**config.mk**
```make
export PLATFORM = sky130hd
export DESIGN_NAME = a25_wishbone_post_fifo
export DESIGN_NICKNAME = d
export VERILOG_FILES = /design/src/rtl/a25_wishbone_pkg.sv /design/src/rtl/a25_wb_sync_fifo.sv /design/src/rtl/a25_wishbone_post_fifo.sv
export SDC_FILE = /design/constraint.sdc
export NUM_CORES = 1
export LEC_CHECK = 0
export ABC_AREA = 1
export CAP_MARGIN = 0
export CORE_MARGIN = 2
export CORE_UTILIZATION = 45
export CTS_CLUSTER_DIAMETER = 150
export DETAILED_ROUTE_END_ITERATION = 8
export HOLD_SLACK_MARGIN = 0.1
export PLACE_DENSITY_LB_ADDON = 0.08
export SLEW_MARGIN = 20
export SYNTH_ARGS = -nofsm -noshare
export SYNTH_HDL_FRONTEND = slang
export SYNTH_SLANG_ARGS = --single-unit
```
**constraint.sdc**
```tcl
create_clock -name i_clk -period 12 [get_ports i_clk]
set_input_delay 2.4 -clock i_clk [delete_from_list [all_inputs] [get_ports i_clk]]
set_output_delay 2.4 -clock i_clk [all_outputs]
set_load 0.005 [all_outputs]
```
**src/rtl/a25_wishbone_pkg.sv**
```systemverilog
// Shared definitions for the Amber wishbone core-side port modules.
package a25_wishbone_pkg;

    localparam int unsigned WB_DW    = 128;
    localparam int unsigned WB_AW    = 32;
    localparam int unsigned WB_DEPTH = 4;

    typedef enum logic [1:0] {
        IDLE     = 2'd0,
        RD_ISSUE = 2'd1,
        RD_WAIT  = 2'd2
    } rd_state_t;

endpackage

```
**src/rtl/a25_wb_sync_fifo.sv**
```systemverilog
// Synchronous FIFO for posted write entries; pointers carry a wrap bit.
module a25_wb_sync_fifo #(
    parameter int unsigned WIDTH = 8,
    parameter int unsigned DEPTH = 4
) (
    input  logic                     i_clk,
    input  logic                     i_rst,
    input  logic                     i_push,
    input  logic [WIDTH-1:0]         i_data,
    input  logic                     i_pop,
    output logic [WIDTH-1:0]         o_data,
    output logic [$clog2(DEPTH):0]   o_level,
    output logic                     o_full,
    output logic                     o_empty
);

    localparam int unsigned PW = $clog2(DEPTH);

    if ((DEPTH < 2) || ((DEPTH & (DEPTH - 1)) != 0)) begin : g_depth_check
        $error("a25_wb_sync_fifo: DEPTH must be a power of two >= 2");
    end

    logic [PW:0]      r_wr_ptr;
    logic [PW:0]      r_rd_ptr;
    logic [WIDTH-1:0] r_mem [DEPTH];
    logic [PW:0]      w_one;

    assign w_one = {{PW{1'b0}}, 1'b1};

    // Pointer advance; reset discards all held entries.
    always_ff @(posedge i_clk) begin
        if (i_rst) begin
            r_wr_ptr <= '0;
            r_rd_ptr <= '0;
        end else begin
            if (i_push) r_wr_ptr <= r_wr_ptr + w_one;
            if (i_pop)  r_rd_ptr <= r_rd_ptr + w_one;
        end
    end

    // Entry storage; contents need no reset since pointers gate visibility.
    always_ff @(posedge i_clk) begin
        if (i_push) r_mem[r_wr_ptr[PW-1:0]] <= i_data;
    end

    assign o_data  = r_mem[r_rd_ptr[PW-1:0]];
    assign o_level = r_wr_ptr - r_rd_ptr;
    assign o_empty = (r_wr_ptr == r_rd_ptr);
    assign o_full  = (r_wr_ptr[PW] != r_rd_ptr[PW]) &&
                     (r_wr_ptr[PW-1:0] == r_rd_ptr[PW-1:0]);

endmodule

```
**src/rtl/a25_wishbone_post_fifo.sv**
```systemverilog
// Core-side wishbone port buffer: posts writes, drains them before issuing
// an unbuffered read, and returns read data with the ack.
module a25_wishbone_post_fifo
    import a25_wishbone_pkg::*;
#(
    parameter int unsigned DW    = WB_DW,
    parameter int unsigned AW    = WB_AW,
    parameter int unsigned DEPTH = WB_DEPTH
) (
    input  logic                    i_clk,
    input  logic                    i_rst,
    input  logic                    i_req,
    input  logic                    i_write,
    input  logic [DW-1:0]           i_wdata,
    input  logic [DW/8-1:0]         i_be,
    input  logic [AW-1:0]           i_addr,
    output logic [DW-1:0]           o_rdata,
    output logic                    o_ack,
    output logic                    o_valid,
    input  logic                    i_accepted,
    output logic                    o_write,
    output logic [DW-1:0]           o_wdata,
    output logic [DW/8-1:0]         o_be,
    output logic [AW-1:0]           o_addr,
    input  logic [DW-1:0]           i_rdata,
    input  logic                    i_rdata_valid,
    output logic [$clog2(DEPTH):0]  o_level,
    output logic                    o_full
);

    localparam int unsigned BW = DW / 8;
    localparam int unsigned EW = DW + BW + AW;

    if ((DW % 8) != 0) begin : g_dw_check
        $error("a25_wishbone_post_fifo: DW must be a multiple of 8");
    end

    rd_state_t     r_state;
    logic          w_push;
    logic          w_pop;
    logic          w_rd_ack;
    logic          w_empty;
    logic [EW-1:0] w_head;
    logic [DW-1:0] w_head_wdata;
    logic [BW-1:0] w_head_be;
    logic [AW-1:0] w_head_addr;

    // A full FIFO never takes a write, even when the head pops this cycle.
    assign w_push   = i_req & i_write & ~o_full & (r_state == IDLE) & ~i_rst;
    assign w_pop    = ~w_empty & i_accepted & ~i_rst;
    assign w_rd_ack = (r_state == RD_WAIT) & i_rdata_valid & ~i_rst;
    assign o_ack    = w_push | w_rd_ack;
    assign o_rdata  = i_rdata;

    a25_wb_sync_fifo #(
        .WIDTH (EW),
        .DEPTH (DEPTH)
    ) u_fifo (
        .i_clk   (i_clk),
        .i_rst   (i_rst),
        .i_push  (w_push),
        .i_data  ({i_wdata, i_be, i_addr}),
        .i_pop   (w_pop),
        .o_data  (w_head),
        .o_level (o_level),
        .o_full  (o_full),
        .o_empty (w_empty)
    );

    assign {w_head_wdata, w_head_be, w_head_addr} = w_head;

    // Read sequencing: a read is issued only once all posted writes drained.
    always_ff @(posedge i_clk) begin
        if (i_rst) begin
            r_state <= IDLE;
        end else begin
            case (r_state)
                IDLE:     if (i_req & ~i_write & w_empty) r_state <= RD_ISSUE;
                RD_ISSUE: if (i_accepted)                 r_state <= RD_WAIT;
                RD_WAIT:  if (i_rdata_valid)              r_state <= IDLE;
                default:                                  r_state <= IDLE;
            endcase
        end
    end

    // Bus request mux: posted writes first, otherwise the pending read.
    always_comb begin
        o_valid = 1'b0;
        o_write = 1'b0;
        o_wdata = w_head_wdata;
        o_be    = '1;
        o_addr  = i_addr;
        if (!w_empty) begin
            o_valid = ~i_rst;
            o_write = 1'b1;
            o_be    = w_head_be;
            o_addr  = w_head_addr;
        end else if (r_state == RD_ISSUE) begin
            o_valid = ~i_rst;
        end
    end

endmodule

```
==> out/metrics.cfg <==
[status]
status = completed

[routing]
drcViolationCount = 0
drt-initial-drc-count = 1171
viasPerCell = 5.298
routedWlPerCell_um = 22.43
postRouteAntennaNets = 0
routed_wl_um = 70810
vias = 16727
dr.pass1.iters = 5

[grt]
grt_max_degree = 153
track_usage_pct = 21.36
grt_pass1_wl_um = 102600
grt_antenna_before_repair = 13
grt.overflow.total = 0
grt_pass1_vias = 16129

[yosys]
ys_ff_latch = 714
async_flop_share_pct = 0
muxShareOfSynthArea_pct = 0
synth_top_family_by_area = compound AO/OA/AOI/OAI gates
synth-edff-count = 704
synth-compound-area-share_pct = 10.30
synthFlopType = edfxtp_1
netlist_area_mm2 = 0.02803
synth_fa_ha_area_share_pct = 0.3839
seq_area_frac_synth_pct = 76.15
synthCells = 2053
synth-xor-area-share_pct = 0.06250
synth_nets = 2371
synth_simple_gate_area_share_pct = 7.023
synth_warnings = 0
syn_area_per_cell_um2 = 13.65
synthDistinctLibCells = 25

[setup_path]
critPathSlowestCell = clkdlybuf4s50_1
start_kind = primary input
critPathArrivalTime_ns = 4.35
crit_path_end_kind = output pin
cp_top_family = buffers and inverters
critPathBufInv = 3
critPathMaxStageDelay_ns = 0.54
worstPathRequired_ns = 9.60
crit_top_cell = clkdlybuf4s50_1
worstPathCellList = clkdlybuf4s50_1 -> inv_2 -> nand3_1 -> nor2_1 -> nand2_2 -> o21ai_0 -> clkdlybuf4s50_1
worstPathMaxFanout = 8
worstSetupPathType = primary input to output pin

[power]
p_sw_mw = 1.186
power_density_mw_per_mm2 = 163.0
p_comb_share_pct = 9.5
max-vdd-ir-drop_uv = 88.88
p_sw_share_pct = 21.61
p_leak_nw = 11.17
cell_internal_pwr_mw = 4.301
pwr-share-seq_pct = 50.6
clock_power_share_pct = 39.9

[placed_design]
post-dp-hpwl_um = 39780
placed_cells = 3025
portBuffers = 364
gp_congestion = 0.7548

[clock_network]
worstSkewPairLatency_ns = 0.59
holdBufCountCts = 0
cts_tree = done
clkSlewWorstSetupHoldPaths_ns = 0.06
ctsResizeCount = 0
htreeDepth = 3
cts_sinks = 714
post_cts_buffers = 0
max-clock-path-buffers = 3
cts_root_buf = clkbuf_16
numCtsBuffers = 75

[job]
maxCapViolCount = 0

[die]
rows = 91
dieArea_mm2 = 0.06429
core_area_mm2 = 0.06160
die_h_um = 253.6
io_pins = 621
die_x_um = 253.6
initial_core_util_pct = 45.50

[sta]
finalSetupViolations = 0
finalCritPeriodShare_pct = 56.22
fin_skew_ns = 0.02057
fin_crit_ns = 6.747
rsz0062_at_grt = no
maxSlewViolCount = 0
finalSetupTns_ns = 0
relSlewSlack_pct = 34.72
worstMarginPinSlew_ns = 0.9791
fmax_ghz = 0.1482
final-hold-violation-count = 0

[finish]
finalNetCount = 2583
drive_gt1_share_pct = 5.656
fin_cells = 3157
area_growth_pct = 20.13

[worst_hold_path]
holdCritPathClass = flip-flop to flip-flop

-- worst register-to-register path, cell delays in order, from the launching register on --
cell	delay (ns)
dfxtp_1	0.37
inv_1	0.12
ha_1	0.31
nand2_1	0.07
inv_1	0.07
nand2_1	0.19
nand2_2	0.23
nor2_4	0.15
buf_4	0.64
buf_4	0.90
-- through the flow --
step / setup slack, ns / utilization [%] / area (µm²) / total power, mW / hold WS, ns
2_1_floorplan: 1.110 / - / 28030 / 3.088 / 0.4691
3_5_place_dp: 5.263 / 50.92 / 31360 / 3.357 / 0.5093
6_report: 5.253 / 54.66 / 33670 / 5.487 / 0.5168
3_3_place_gp: 5.312 / 50.92 / 31360 / 3.351 / 0.5130
4_1_cts: 5.255 / 54.64 / 33660 / 5.549 / 0.5182
5_1_grt: 5.071 / 54.65 / 33660 / 5.688 / 0.5471
-- area by class of cell --
| type | count | area [µm²] |
|---|---|---|
| Fill cell | 5025 | 27930 |
| Sequential cell | 714 | 21350 |
| Multi-Input combinational cell | 1064 | 5019 |
| Timing Repair Buffer | 388 | 3849 |
| Clock buffer | 93 | 1976 |
| Tap cell | 837 | 1047 |
| Clock inverter | 35 | 319.1 |
| Inverter | 22 | 100.1 |
| Antenna cell | 4 | 10.01 |
-- metal layers --
metal	vias to the layer above	routed length, µm	global-route usage, %
met5	-	215	1.081
met4	20	1295	5.900
met3	101	7342	9.249
met2	560	33270	33.37
met1	8195	28690	27.10
li1	7851	-	-
-- power groups by stage --
| stage | logic [mW] | clock network, mW | registers (mW) |
|---|---|---|---|
| detailed placement | 0.526 | 0 | 2.83 |
| CTS | 0.530 | 2.24 | 2.78 |
| global placement | 0.521 | 0 | 2.83 |
| global route | 0.570 | 2.34 | 2.78 |
| finish | 0.521 | 2.19 | 2.78 |
| floorplan | 0.253 | 0 | 2.84 |
-- cell families after synthesis --
family,count (synthesis)
flip-flops,714
buffers and inverters,275
AO/OA/AOI/OAI,536
XOR/XNOR,2
adder cells (fa/ha/maj),8
AND/OR/NAND/NOR,518
-- state kept, by name, indices dropped and copies added, names as in the netlist, named ones only --
register	count
u_fifo.r_rd_ptr	3
r_state	2
u_fifo.r_mem	704
u_fifo.r_wr_ptr	3
-- synth_stat cells (7+ instances only) --
cell type | number | share of area (%)
edfxtp_1 | 704 | 75
buf_4 | 138 | 3.7
clkbuf_1 | 23 | 0.31
nor2_1 | 334 | 4.5
a21oi_1 | 36 | 0.64
inv_1 | 18 | 0.24
o21ai_0 | 178 | 3.2
o21ai_1 | 160 | 2.9
ha_1 | 7 | 0.31
o22ai_1 | 161 | 3.6
buf_2 | 81 | 1.4
nand2_1 | 172 | 2.3
nand3_1 | 8 | 0.14
dfxtp_1 | 10 | 0.71
-- path summary, 6_finish.rpt --
path / end / cells past startpoint / slack (ns) / startpoint
hold / removal: u_fifo.r_wr_ptr[0] / 2 / 0.52 / u_fifo.r_wr_ptr[0]
setup reg to reg: u_fifo.r_mem[1][74] / 9 / 8.56 / u_fifo.r_wr_ptr[0]
setup / recovery: o_ack / 7 / 5.25 / i_rst
hold reg to reg: u_fifo.r_wr_ptr[0] / 2 / 0.52 / u_fifo.r_wr_ptr[0]
-- layout by cell type (no fill, tap or decap), types with 10 or more instances in the layout --
cell | Yosys | final
nor2_1 | 334 | 330
nand2_1 | 172 | 172
edfxtp_1 | 704 | 704
o21ai_1 | 160 | 160
o21ai_0 | 178 | 178
clkbuf_16 | 0 | 76
o22ai_1 | 161 | 161
a21oi_1 | 36 | 36
clkinv_2 | 0 | 10
buf_4 | 138 | 22
clkdlybuf4s50_1 | 0 | 364
clkbuf_1 | 23 | 16
clkinv_1 | 0 | 17
inv_1 | 18 | 18
Note: power is estimated with default switching activity, not from simulation.
